### config.mk
export PLATFORM = sky130hd
export DESIGN_NAME = stash_ctrl
export DESIGN_NICKNAME = d
export VERILOG_FILES = /design/src/rtl/stash_ctrl_pkg.sv /design/src/rtl/stash_ctrl_auto_timer.sv /design/src/rtl/stash_ctrl.sv
export SDC_FILE = /design/constraint.sdc
export NUM_CORES = 1
export LEC_CHECK = 0
export CORE_MARGIN = 2
export CORE_UTILIZATION = 40
export CTS_CLUSTER_SIZE = 14
export DETAILED_ROUTE_END_ITERATION = 16
export HOLD_SLACK_MARGIN = 0.08
export REMOVE_ABC_BUFFERS = 1
export SETUP_SLACK_MARGIN = 0.2
export SKIP_LAST_GASP = 1
export SLEW_MARGIN = 10
export SYNTH_ARGS = -nofsm -noshare
export SYNTH_HDL_FRONTEND = slang
export SYNTH_SLANG_ARGS = --single-unit
### constraint.sdc
create_clock -name clk -period 4.7 [get_ports clk]
set_input_delay 1.41 -clock clk [delete_from_list [all_inputs] [get_ports clk]]
set_output_delay 1.41 -clock clk [all_outputs]
set_load 0.05 [all_outputs]
### src/rtl/stash_ctrl_pkg.sv
// Shared types and width helpers for the lap-sample stash sequencing controller.
package stash_ctrl_pkg;

    typedef enum logic [1:0] {
        StLive   = 2'd0,
        StBrowse = 2'd1,
        StAuto   = 2'd2
    } state_e;

    // Width of a saturating 0..depth sample counter.
    function automatic int unsigned cnt_width(input int unsigned depth);
        return $clog2(depth + 1);
    endfunction

    // Width of a 0..depth-1 slot index, never narrower than one bit.
    function automatic int unsigned idx_width(input int unsigned depth);
        return (depth <= 1) ? 1 : $clog2(depth);
    endfunction

endpackage

### src/rtl/stash_ctrl_auto_timer.sv
// Free-running scroll timer: counts 0..PERIOD-1 while enabled and flags the terminal count.
module auto_timer #(
    parameter int unsigned PERIOD = 100_000_000
) (
    input  logic clk,
    input  logic reset,
    input  logic clear,
    input  logic enable,
    output logic tick
);

    localparam int unsigned CW = (PERIOD > 1) ? $clog2(PERIOD) : 1;
    localparam logic [CW-1:0] LAST = CW'(PERIOD - 1);

    logic [CW-1:0] count;

    // A clear in the terminal cycle wins, so the restarted period is never cut short.
    assign tick = enable && !clear && (count == LAST);

    always_ff @(posedge clk or posedge reset) begin
        if (reset) begin
            count <= '0;
        end else if (clear || !enable || (count == LAST)) begin
            count <= '0;
        end else begin
            count <= count + CW'(1);
        end
    end

endmodule

### src/rtl/stash_ctrl.sv
// Turns button pulses into stash capture/advance strobes, runs browse/auto-scroll
// and keeps capture and advance strobes from ever coinciding.
module stash_ctrl
    import stash_ctrl_pkg::*;
#(
    parameter int unsigned DEPTH       = 5,
    parameter int unsigned AUTO_PERIOD = 100_000_000
) (
    input  logic                           clk,
    input  logic                           reset,
    input  logic                           run,
    input  logic [7:0]                     time_in,
    input  logic                           lap_btn,
    input  logic                           browse_btn,
    input  logic                           auto_btn,
    input  logic                           exit_btn,
    output logic [7:0]                     sample_in,
    output logic                           sample_in_valid,
    output logic                           next_sample,
    output logic                           show_stash,
    output logic [cnt_width(DEPTH)-1:0]    stored_cnt,
    output logic [idx_width(DEPTH)-1:0]    sel_idx
);

    localparam int unsigned CW = cnt_width(DEPTH);
    localparam int unsigned IW = idx_width(DEPTH);
    localparam logic [IW-1:0] LAST_IDX = IW'(DEPTH - 1);
    localparam logic [CW-1:0] FULL_CNT = CW'(DEPTH);

    state_e        state;
    state_e        state_next;
    logic [IW-1:0] wr_ptr;
    logic          pending;
    logic          capture;
    logic          adv_req;
    logic          auto_entry;
    logic          issue_adv;
    logic          tick;

    auto_timer #(
        .PERIOD (AUTO_PERIOD)
    ) u_auto_timer (
        .clk    (clk),
        .reset  (reset),
        .clear  (capture || auto_entry),
        .enable (state == StAuto),
        .tick   (tick)
    );

    always_comb begin
        capture    = lap_btn && run;
        adv_req    = 1'b0;
        auto_entry = 1'b0;
        state_next = state;
        case (state)
            StLive: begin
                if (browse_btn && (stored_cnt != '0)) state_next = StBrowse;
            end
            StBrowse: begin
                if (exit_btn) begin
                    state_next = StLive;
                end else if (browse_btn) begin
                    adv_req = 1'b1;
                end else if (auto_btn) begin
                    state_next = StAuto;
                    auto_entry = 1'b1;
                end
            end
            StAuto: begin
                if (exit_btn)        state_next = StLive;
                else if (browse_btn) state_next = StBrowse;
                else if (tick)       adv_req = 1'b1;
            end
            default: state_next = StLive;
        endcase
        // An advance never shares a cycle with a capture; it waits in pending instead.
        issue_adv = (adv_req || pending) && !capture && !exit_btn;
    end

    always_ff @(posedge clk or posedge reset) begin
        if (reset) begin
            state           <= StLive;
            wr_ptr          <= '0;
            pending         <= 1'b0;
            sample_in       <= '0;
            sample_in_valid <= 1'b0;
            next_sample     <= 1'b0;
            show_stash      <= 1'b0;
            stored_cnt      <= '0;
            sel_idx         <= '0;
        end else begin
            state           <= state_next;
            show_stash      <= (state_next != StLive);
            sample_in_valid <= capture;
            next_sample     <= issue_adv;
            pending         <= !exit_btn && capture && (pending || adv_req);
            if (capture) begin
                sample_in <= time_in;
                sel_idx   <= wr_ptr;
                wr_ptr    <= (wr_ptr == LAST_IDX) ? '0 : wr_ptr + IW'(1);
                if (stored_cnt != FULL_CNT) stored_cnt <= stored_cnt + CW'(1);
            end else if (issue_adv) begin
                sel_idx <= (sel_idx == LAST_IDX) ? '0 : sel_idx + IW'(1);
            end
        end
    end

endmodule

# Yosys cells after proc, flatten, opt, wreduce, memory -nomap -nowiden

Index checks and enable logic that the tools add are counted.

Flip-flop bits (word level): 50
Bits in latches: 0
Bits in writable memories: 0
ROM bits: 0
Bits of input ports: 15
Output and inout bits: 17
Word-level logic and storage cells: 63
Memories: 0

Add/subtract/negate cells: 4
Multipliers: 0
Div/mod/pow operators: 0
Magnitude comparators: 0
Eq/ne operators: 6
Shift operators: 0
Muxes and demuxes: 22
Bitwise logic cells: 0
Reduce and logical (&&, ||, !) cells: 21

Operators with widths:

| kind                                                             | number |
|---|---|
| 27-bit by 1-bit adder with 27-bit output (second input constant) | 1 |
| 27-bit == test (second input constant)                           | 1 |
| 27-bit 2-to-1 mux                                                | 1 |
| 2-bit 2-to-1 mux                                                 | 6 |
| 3-bit 2-to-1 mux                                                 | 4 |
| 3-bit by 1-bit adder with 3-bit output (second input constant)   | 3 |
| 1-bit 2-to-1 mux                                                 | 9 |
| 1-bit logical AND                                                | 8 |
| 3-bit == test (second input constant)                            | 2 |
| 2-bit case mux with 3 select lines                               | 1 |
| 1-bit zero test                                                  | 4 |
| 1-bit logical OR                                                 | 4 |
| 2-bit nonzero test                                               | 2 |
| 3-bit != test (second input constant)                            | 1 |
| 3-bit nonzero test                                               | 1 |
| 2-bit by 1-bit == test with 1-bit output (second input constant) | 1 |
| 2-bit == test (second input constant)                            | 1 |
| 2-bit zero test                                                  | 1 |
| 1-bit case mux with 2 select lines                               | 1 |
| 2-bit AND reduction                                              | 1 |

# Depth between registers and ports, before layout

Depth after elaboration: 17
Gate-level depth with buffers: 8

# Cells and area by module

A second synthesis with hierarchy kept.

Cells, all modules: 272
Area total of the unflattened synthesis: 2,616.3 um2

Modules (own cells, without submodules):

| module     | times used | cells an instance | area an instance (um2) |
|---|---|---|---|
| auto_timer | 1          | 148               | 1,440.1 |
| stash_ctrl | 1          | 124               | 1,176.1 |

# Worst setup path before layout

Ideal clock, no wire load.

Path kind: in2reg
From: input port lap_btn
To: register sel_idx[2]
Library setup time: 0.082 ns
Arrival: 2.462 ns
Required time: 4.618 ns
Path slack: 2.156 ns
Cell stages on the path: 5
Path buffers: 0
Cells stage by stage: a21boi_0 > o2111a_1 > a31oi_4 > or3b_1 > a31oi_1

Longest elaborated chain between the ends: 13
Elaborated cells between the ends (all ways): 15

RTL lines:

| element                             | line                        | source |
|---|---|---|
| start: declaration                  | stash_ctrl.sv:13            | `input logic lap_btn,` |
| 1-bit logical AND *                 | stash_ctrl.sv:51            | `capture = lap_btn && run;` |
| 1-bit logical OR                    | stash_ctrl.sv:45            | `.clear (capture \|\| auto_entry),` |
| 1-bit zero test                     | stash_ctrl_auto_timer.sv:18 | `assign tick = enable && !clear && (count == LAST);` |
| 1-bit logical AND (2 in series)     | stash_ctrl_auto_timer.sv:18 |  |
| 1-bit 2-to-1 mux                    | stash_ctrl.sv:72            | `else if (tick) adv_req = 1'b1;` |
| 1-bit 2-to-1 mux                    | stash_ctrl.sv:71            | `else if (browse_btn) state_next = StBrowse;` |
| 1-bit 2-to-1 mux                    | stash_ctrl.sv:70            | `if (exit_btn) state_next = StLive;` |
| 1-bit case mux with 2 select lines  | stash_ctrl.sv:55            | `case (state)` |
| 1-bit logical OR                    | stash_ctrl.sv:77            | `issue_adv = (adv_req \|\| pending) && !capture && !exit_btn;` |
| 1-bit logical AND (2 in series)     | stash_ctrl.sv:77            |  |
| 2-bit nonzero test (no source line) | -                           |  |
| end signal: assignment              | stash_ctrl.sv:99            | `sel_idx <= wr_ptr;` |
| end signal: assignment              | stash_ctrl.sv:103           | `sel_idx <= (sel_idx == LAST_IDX) ? '0 : sel_idx + IW'(1);` |
| end: declaration                    | stash_ctrl.sv:22            | `output logic [idx_width(DEPTH)-1:0] sel_idx` |

Mark *: on every way between the ends. The rest lies on a longest branch, timed or not.
A chain may end at the register's enable or synchronous reset.

# Worst setup path in the final report

From: input port exit_btn
To: register u_auto_timer.count[18]

Longest elaborated chain between the ends: 6

RTL lines:

| element                        | line                        | source |
|---|---|---|
| start: declaration             | stash_ctrl.sv:16            | `input logic exit_btn,` |
| 1-bit 2-to-1 mux               | stash_ctrl.sv:60            | `if (exit_btn) begin` |
| 1-bit 2-to-1 mux               | stash_ctrl.sv:55            |  |
| 1-bit logical OR               | stash_ctrl.sv:45            |  |
| 1-bit logical OR (2 in series) | stash_ctrl_auto_timer.sv:23 | `end else if (clear \|\| !enable \|\| (count == LAST)) begin` |
| 27-bit 2-to-1 mux              | stash_ctrl_auto_timer.sv:23 |  |
| end signal: assignment         | stash_ctrl_auto_timer.sv:26 | `count <= count + CW'(1);` |
| end: declaration               | stash_ctrl_auto_timer.sv:15 | `logic [CW-1:0] count;` |

Every way passes these cells.

==> results.yml <==
detailed_routing:
  drc_errors: 0
  routed_wl_um: 4670
  vias: 1837
  viasPerCell: 5.13
  dr.pass1.iters: 4
  drt_iter0_drc: 46
  wl_per_cell_um: 13.0
  antenna_left: 0
placement:
  routabilityCongestion: 0.795
  dpl.hpwl_um: 3130
  placement.cell_area_mm2: 0.00294
  numPortBuffers: 31
  dp_cells: 350
clocking:
  cts_root_buf: "clkbuf_8"
  post-cts-setup-buffers: 0
  clockBufferDepth: 2
  cts.clk_slew.worst_paths_ns: 0.09
  ctsResizeCount: 0
  htree_levels: 2
  cts_hold_buf: 0
  insertion_delay_ns: 0.31
  clock_sinks: 50
  cts_tree: "built"
  cts_buffers: 5
worst_setup_path:
  rrSetupSlack_ns: 2.51
  reg2reg_depth: 5
  reg2reg_to: "u_auto_timer.count[18]"
  end_kind: "flop"
  path_class: "in -> reg"
  worstPathRequired_ns: 4.85
  cp.arrival_ns: 3.17
  reg2reg_from: "u_auto_timer.count[0]"
  crit_path_max_fanout: 27
  critPathLaunchType: "input pin"
power:
  power_leakage_nw: 1.27
  ir_worst_vdd_uv: 344
  p_per_area_mw_per_mm2: 435
timing:
  tightest_slew_ns: 1.03
  rsz0062_at_grt: "false"
  fin_crit_sh_pct: 64.3
  layout_min_cycle_time_ns: 3.02
  hold_slack_ns: 0.493
  drv_slew: 0
  max_freq_mhz: 331
  finalHoldViolations: 0
  max_slew_margin_pct: 31.0
  setup_viol: 0
  finClkSkew_ns: 0.0118
  setup_tns_ns: 0
worst_hold_path:
  hold_end: "u_auto_timer.count[0]"
  hold_path_startpoint: "u_auto_timer.count[0]"
  hp-class: "reg -> reg"
  min_path_cells: 1
layout:
  fill_cells: 565
  diodes: 0
  synthToLayoutAreaGrowth_pct: 19.2
  fin_util_pct: 48.9
  finish.instance_area_mm2: 0.00309
  layout-drive-gt1-share_pct: 10.7
  nets: 307
  stdcell_count: 358
yosys:
  synthTopCellsByCount: "50 x dfrtp_1, 31 x nor2_1, 17 x xnor2_1, 16 x inv_1, 15 x nand2_1"
  yosys.area.top_type: "dfrtp_1"
  synth.distinct_cells: 44
  yosys_warnings: 0
  synth_top_area_share_pct: 48.3
  synth-main-ff-cell: "dfrtp_1"
  synthCells: 250
  yosysMostFrequentCell: "dfrtp_1"
  syn_avg_cell_area_um2: 10.4
  synth_edf_count: 0
  netlist_area_mm2: 0.00259
  ys_ff_latch: 50
  ys_async_sr_fraction_pct: 100
  ys_seq_area_share_pct: 48.3
  synth_area_leaders: "dfrtp_1 48%, ha_1 5.8%, xnor2_1 5.8%"
floorplan:
  start_util_pct: 41.0
  die_area_mm2: 0.00713
  fp.dieW_um: 84.4
  core_area_mm2: 0.00631
  num_rows: 29
  ioPinCount: 32
  die_y_um: 84.4
flow_run:
  drv_cap: 0
global_route:
  gr-total-overflow: 0
  grt_max_degree: 51
  grt_pass1_vias: 1854
  antenna_found_initial: 0
  grt.total_usage_pct: 14.5
  grt_pass1_wl_um: 8510
outcome:
  status: "finished, final reports clean"
where the power goes:
group / internal, W / total (W) / switching, W / leakage (nW)
logic: 0.000160 / 0.000434 / 0.000274 / 0.546
clock network: 0.000227 / 0.000370 / 0.000143 / 0.0714
registers: 0.000487 / 0.000538 / 0.0000506 / 0.657
kinds of logic after synthesis:
logic type / Yosys count / share of synthesized area, %
AO/OA/AOI/OAI: 35 / 8.31
XOR/XNOR: 22 / 7.44
AND/OR/NAND/NOR: 97 / 21.7
buffers and inverters: 25 / 4.49
flip-flops: 50 / 48.3
adder cells (fa/ha/maj): 12 / 5.80
multiplexers: 9 / 3.87
registers in the layout (all words and copies together) (netlist names):
| name | cells |
|---|---|
| state | 2 |
| sample_in | 8 |
| stored_cnt | 3 |
| next_sample | 1 |
| sample_in_valid | 1 |
| sel_idx | 3 |
| pending | 1 |
| wr_ptr | 3 |
| show_stash | 1 |
| u_auto_timer.count | 27 |
worst max-delay path by stage:
stage,start,endpoint,cells past startpoint
after floorplan,reset,next_sample,1
after global placement,exit_btn,u_auto_timer.count[13],5
after detailed placement,exit_btn,u_auto_timer.count[6],5
after CTS,exit_btn,u_auto_timer.count[18],5
after global routing,exit_btn,u_auto_timer.count[13],5
final,exit_btn,u_auto_timer.count[18],5
critical path, stage by stage:
cell	delay, ns
clkdlybuf4s50_1	0.51
nand4bb_1	0.31
nand2_1	0.11
a21o_1	0.71
nor2_1	0.12
layout make-up:
type	instances	area, um^2	share of cell area (%)
clock buffers	6	82.6	2.68
well taps	77	96.3	3.12
flip-flops and latches	50	1250	40.6
repair buffers	31	310	10.1
inverters	17	63.8	2.07
clock inverters	2	60.1	1.95
multi-input cells	175	1220	39.6
layer usage:
layer / global-route usage [%] / share of wire, % / wire [um] / vias to the layer above
met5: 0 / 0 / 0 / -
met4: 5.92 / 2.6 / 120 / 0
met3: 3.93 / 4.4 / 205 / 11
met2: 22.9 / 43 / 2010 / 38
met1: 19.0 / 50 / 2340 / 874
li1: - / - / - / 914
placed cells by master (no fill, tap or decap), drive strengths merged:
cell           instances
a211o                  1
a21boi                 1
a21o                   1
a21oi                 14
a31oi                  5
and2                   2
and3                   3
and4                   5
and4bb                 1
bufinv                 2
clkbuf                 6
clkdlybuf4s50         31
clkinv                 1
dfrtp                 50
ha                    12
inv                   16
mux2                   8
mux2i                  1
nand2                 15
nand2b                 2
nand3                  9
nand4                  4
nand4bb                1
nor2                  34
nor2b                  2
nor3                   5
nor3b                  1
nor4                   6
nor4b                  2
o2111a                 1
o21ai                 11
o32ai                  1
or3                    4
or3b                   1
xnor2                 17
xor2                   5
stage by stage:
stage	setup WS, ns	power (W)
final	1.68	0.00134
after global routing	1.48	0.00142
after CTS	1.66	0.00136
after detailed placement	1.33	0.000985
after global placement	1.38	0.000980
after floorplan	2.09	0.000844
Note: power is estimated with default switching activity, not from simulation.
